--- src/rtl/mips_reg_file_if.sv ---
// -----------------------------------------------------------------------------
// mips_reg_file_if
// Bundle that ties the decode/writeback side of the datapath to the MIPS
// general-purpose register file.
//
//   w_en  1   write enable, sampled on the rising clock edge
//   a1    5   read address, port 1 (rs)
//   a2    5   read address, port 2 (rt)
//   a3    5   write address (rd/rt)
//   wd3   32  write data
//   rd1   32  read data, port 1 = reg[a1]
//   rd2   32  read data, port 2 = reg[a2]
//
// Modports:
//   master - the datapath: drives addresses, enable and write data, sees reads
//   slave  - the register file: receives addresses and write data, drives reads
// -----------------------------------------------------------------------------
interface mips_reg_file_if;
  logic        w_en;
  logic [4:0]  a1;
  logic [4:0]  a2;
  logic [4:0]  a3;
  logic [31:0] wd3;
  logic [31:0] rd1;
  logic [31:0] rd2;

  modport master (
    output w_en, a1, a2, a3, wd3,
    input  rd1, rd2
  );

  modport slave (
    input  w_en, a1, a2, a3, wd3,
    output rd1, rd2
  );
endinterface : mips_reg_file_if

--- src/rtl/mips_reg_file.sv ---
// -----------------------------------------------------------------------------
// mips_reg_file
// 32 x 32-bit general-purpose register file for the MIPS datapath: two
// combinational read ports and one synchronous write port. Register 0 is
// hardwired to zero: writes to it are discarded and reads return 0.
//
// Ports:
//   clk  1  clock; every state change happens on its rising edge except reset
//   rst  1  asynchronous active-high reset; clears all registers immediately
//   bus     mips_reg_file_if.slave (w_en, a1, a2, a3, wd3 in; rd1, rd2 out)
//
// There is no write-to-read bypass: a read of the register being written
// returns the old contents until the edge and the new contents after it.
// -----------------------------------------------------------------------------
module mips_reg_file (
  input  logic                  clk,
  input  logic                  rst,
  mips_reg_file_if.slave        bus
);

  logic [31:0] regs [0:31];

  // NOTE: the storage carries an asynchronous reset on every word, so it maps
  // to flip-flops rather than a RAM macro; that is what makes "cleared the
  // moment rst rises, no clock needed" possible.
  always_ff @(posedge clk or posedge rst) begin
    if (rst) begin
      for (int i = 0; i < 32; i++) begin
        regs[i] <= '0;
      end
    end else if (bus.w_en && (bus.a3 != 5'd0)) begin
      // NOTE: non-blocking assignment, so reads in the same time step still
      // see the pre-edge value.
      // An unknown w_en makes this condition non-true in simulation, so the
      // write is dropped rather than corrupting state.
      regs[bus.a3] <= bus.wd3;
    end
  end

  // Register 0 is never written, but the read mux still forces zero so the
  // hardwired behaviour does not depend on the storage contents.
  // NOTE: both branches assign, so this is pure combinational logic with no
  // inferred latch.
  always_comb begin
    bus.rd1 = (bus.a1 == 5'd0) ? 32'h0000_0000 : regs[bus.a1];
    bus.rd2 = (bus.a2 == 5'd0) ? 32'h0000_0000 : regs[bus.a2];
  end

endmodule : mips_reg_file

--- src/flat_wrapper.sv ---
// flat-port wrapper written by rule: the top's interface ports become plain ports
module mips_reg_file_flat 
  (clk, rst, bus_w_en, bus_a1, bus_a2, bus_a3, bus_wd3, bus_rd1, bus_rd2);
  mips_reg_file_if bus_i ();
  input  logic clk;
  input  logic rst;
  input wire logic [$bits(bus_i.w_en)-1:0] bus_w_en;
  input wire logic [$bits(bus_i.a1)-1:0] bus_a1;
  input wire logic [$bits(bus_i.a2)-1:0] bus_a2;
  input wire logic [$bits(bus_i.a3)-1:0] bus_a3;
  input wire logic [$bits(bus_i.wd3)-1:0] bus_wd3;
  output wire logic [$bits(bus_i.rd1)-1:0] bus_rd1;
  output wire logic [$bits(bus_i.rd2)-1:0] bus_rd2;
  assign bus_i.w_en = bus_w_en;
  assign bus_i.a1 = bus_a1;
  assign bus_i.a2 = bus_a2;
  assign bus_i.a3 = bus_a3;
  assign bus_i.wd3 = bus_wd3;
  assign bus_rd1 = bus_i.rd1;
  assign bus_rd2 = bus_i.rd2;
  mips_reg_file u_core (.clk(clk), .rst(rst), .bus(bus_i));
endmodule
--- config.mk ---
export PLATFORM = sky130hd
export DESIGN_NAME = mips_reg_file_flat
export DESIGN_NICKNAME = d
export VERILOG_FILES = /design/src/rtl/mips_reg_file_if.sv /design/src/rtl/mips_reg_file.sv /design/src/flat_wrapper.sv
export SDC_FILE = /design/constraint.sdc
export NUM_CORES = 2
export LEC_CHECK = 0
export CAP_MARGIN = 20
export CORE_MARGIN = 2
export CORE_UTILIZATION = 25
export CTS_CLUSTER_DIAMETER = 80
export CTS_CLUSTER_SIZE = 25
export DETAILED_ROUTE_END_ITERATION = 6
export HOLD_SLACK_MARGIN = 0.03
export PLACE_DENSITY = 0.5
export SKIP_LAST_GASP = 1
export SLEW_MARGIN = 20
export SYNTH_ARGS = -nofsm -noshare
export SYNTH_HDL_FRONTEND = slang
export SYNTH_SLANG_ARGS = --single-unit
--- constraint.sdc ---
create_clock -name clk -period 42.5 [get_ports clk]
set_clock_uncertainty 0.05 [all_clocks]
set_input_delay 12.75 -clock clk [delete_from_list [all_inputs] [get_ports clk]]
set_output_delay 12.75 -clock clk [all_outputs]
set_load 0.005 [all_outputs]
==> results.cfg <==
[drt]
routed_via_density = 5.28
drt_iter0_drc = 2458
wl_um = 192000
route.detailed.drc = 0
avgRoutedWirePerCell_um = 30.1
ant_nets = 0
via_count = 33700
dr.pass1.iters = 5

[logic_synthesis]
yosysSeqAreaShare_pct = 46.6
syn_area_um2 = 55000
syn_avg_cell_area_um2 = 15.2
ys.flop_type = dfrtp_1
synth_edf_count = 0
async_flop_share_pct = 100
ys_types = 42
synthCells = 3614
ys.warnings.count = 0
synth-seq-cells = 1024
syn_nets = 3664

[floorplanning]
start_util_pct = 25.1
die_y_um = 473
dieArea_um2 = 224000
rows = 172
core-area_um2 = 219000
ios = 114
die_w_um = 473

[pwr]
power_density_nw_per_um2 = 43.3
leakage_nw = 24.9
max-vdd-ir-drop_v = 0.0000276

[place]
port_buffers = 113
dpl.hpwl_um = 103000
postPlaceCellArea_um2 = 58100
place_congestion = 0.754

[cts]
insertion_delay_ns = 0.68
cts_max_level = 3
clockRootBuffer = clkbuf_16
cts.clk_slew.worst_paths_ns = 0.08
post_cts_buffers = 0
post_cts_resized = 0
cts_tree = built
cts_inserted_buffers = 67
cts_max_path_buffers = 3
cts-hold-fix-buffers = 0
clock_sinks = 1024

[cells_and_area]
largest_reg_flops = 1024
area_growth_pct = 9.86
drive_gt1_share_pct = 49.4
nets = 3505
layout_common_cells = dfrtp_1 (1024), mux2_2 (1005), mux4_2 (447)
top_register = u_core.regs
final_common_cell = dfrtp_1
largestRegisters = u_core.regs x1024
final_area_um2 = 60400

[job]
maxCapViolations = 0

[worst_setup_path]
end_kind = output pin
worst-setup-path-type = in -> out
crit_fanout = 107
start_kind = primary input
crit_start = bus_a1[2]
reg2reg_slack_ns = 41.63
rr_startpoint = u_core.regs[309]
arrival_ns = 18.03
crit_required_ns = 29.70

[timing]
rsz0062_at_grt = false
drv_slew = 0
tightest_slew_ns = 1.16
max_freq_ghz = 0.0324
min_period_ns = 30.83
hold_viol = 0
final.period_utilization_pct = 72.5
setup_violations = 0
max_slew_margin_pct = 22.6
tns_ns = 0

[grt]
grt_pass1_vias = 35100
grt_max_degree = 108
grt.overflow.total = 0
grt_first_pass_wirelength_um = 275000
grt_antenna_before_repair = 12
grt.total_usage_pct = 17.0

[status]
status = finished clean

[min_path]
hp-class = reg -> reg
hp-start = u_core.regs[999]
==> where the power goes <==
| part | switching [W] | internal (W) | leakage, nW |
|---|---|---|---|
| clock | 0.000394 | 0.000359 | 1.14 |
| combinational | 0.000227 | 0.000343 | 10.6 |
| sequential | 0.000133 | 0.00116 | 13.1 |
==> per-layer routing <==
| metal | vias to the layer above | GRT usage, % | wire (µm) |
|---|---|---|---|
| met5 | - | 0 | 69 |
| met4 | 10 | 5.44 | 6030 |
| met3 | 264 | 2.12 | 7500 |
| met2 | 922 | 29.3 | 96500 |
| met1 | 18800 | 22.1 | 81600 |
| li1 | 13700 | - | - |
==> synth_stat cells, types with 2 or more instances <==
library cell     n  area (µm²)
mux2_1          51         574
a211oi_1        64         480
and2b_4          2        20.0
nand2_1         50         188
nor2b_1         66         413
mux2i_1        128        1280
dfrtp_1       1024       25600
a311oi_1        64         561
a22oi_1         64         480
nand3_1          2        10.0
a221oi_1        46         403
nor2_2          10        62.6
nand3b_1         4        30.0
nor3b_1          4        30.0
mux4_2         447       10100
clkbuf_1       172         646
buf_1            2        7.51
or2_1            2        12.5
and2_1           2        12.5
nand2b_1         2        12.5
o2111ai_1       17         149
buf_2          119         596
mux2_2        1005       11300
or4_4            2        22.5
inv_2            2        7.51
nor2_1          13        48.8
buf_4           60         450
o21ai_1         95         475
buf_6           67         754
o21ai_0         16        80.1
==> kinds of logic after synthesis <==
| group | after synthesis | synth area share [%] |
|---|---|---|
| mux | 1632 | 42.3 |
| simple gates | 164 | 1.63 |
| buf+inv | 427 | 4.58 |
| compound gates | 367 | 4.81 |
| flops | 1024 | 46.6 |
==> area by class of cell <==
class / count / area (µm²)
fill: 22200 / 159000
multi-input combinational: 2163 / 27100
sequential: 1024 / 25600
tap: 2871 / 3590
clock buffer: 81 / 1850
timing repair buffer: 196 / 1700
clock inverter: 39 / 519
inverter: 3 / 23.8
antenna: 1 / 2.50
==> final timing paths <==
kind,cells past startpoint,to
setup / recovery,9,bus_rd1[14]
hold / removal,0,u_core.regs[999]
setup reg to reg,1,u_core.regs[309]
hold reg to reg,0,u_core.regs[999]
max in group asynchronous,6,u_core.regs[301]
min in group asynchronous,2,u_core.regs[958]
==> through the flow <==
| step | cells | power (W) | hold WS, ns | setup WS (ns) | utilization (%) |
|---|---|---|---|---|---|
| 2_1_floorplan | 3614 | 0.00171 | 0.391 | 0.884 | - |
| 4_1_cts | 6376 | 0.00264 | 0.353 | 11.76 | 27.6 |
| 3_3_place_gp | 6256 | 0.00186 | 0.327 | 11.71 | 26.5 |
| 6_report | 6378 | 0.00261 | 0.348 | 11.67 | 27.6 |
| 3_5_place_dp | 6256 | 0.00188 | 0.332 | 11.75 | 26.5 |
| 5_1_grt | 6378 | 0.00274 | 0.361 | 11.51 | 27.6 |
==> critical path: stages <==
cell,delay (ns)
buf_8,0.49
buf_4,0.85
buf_12,0.62
buf_4,0.79
mux2i_1,0.16
a221oi_1,0.34
o21ai_1,0.15
a311oi_1,0.93
clkdlybuf4s50_1,0.67
No activity file was read; power rests on OpenSTA's default activity.
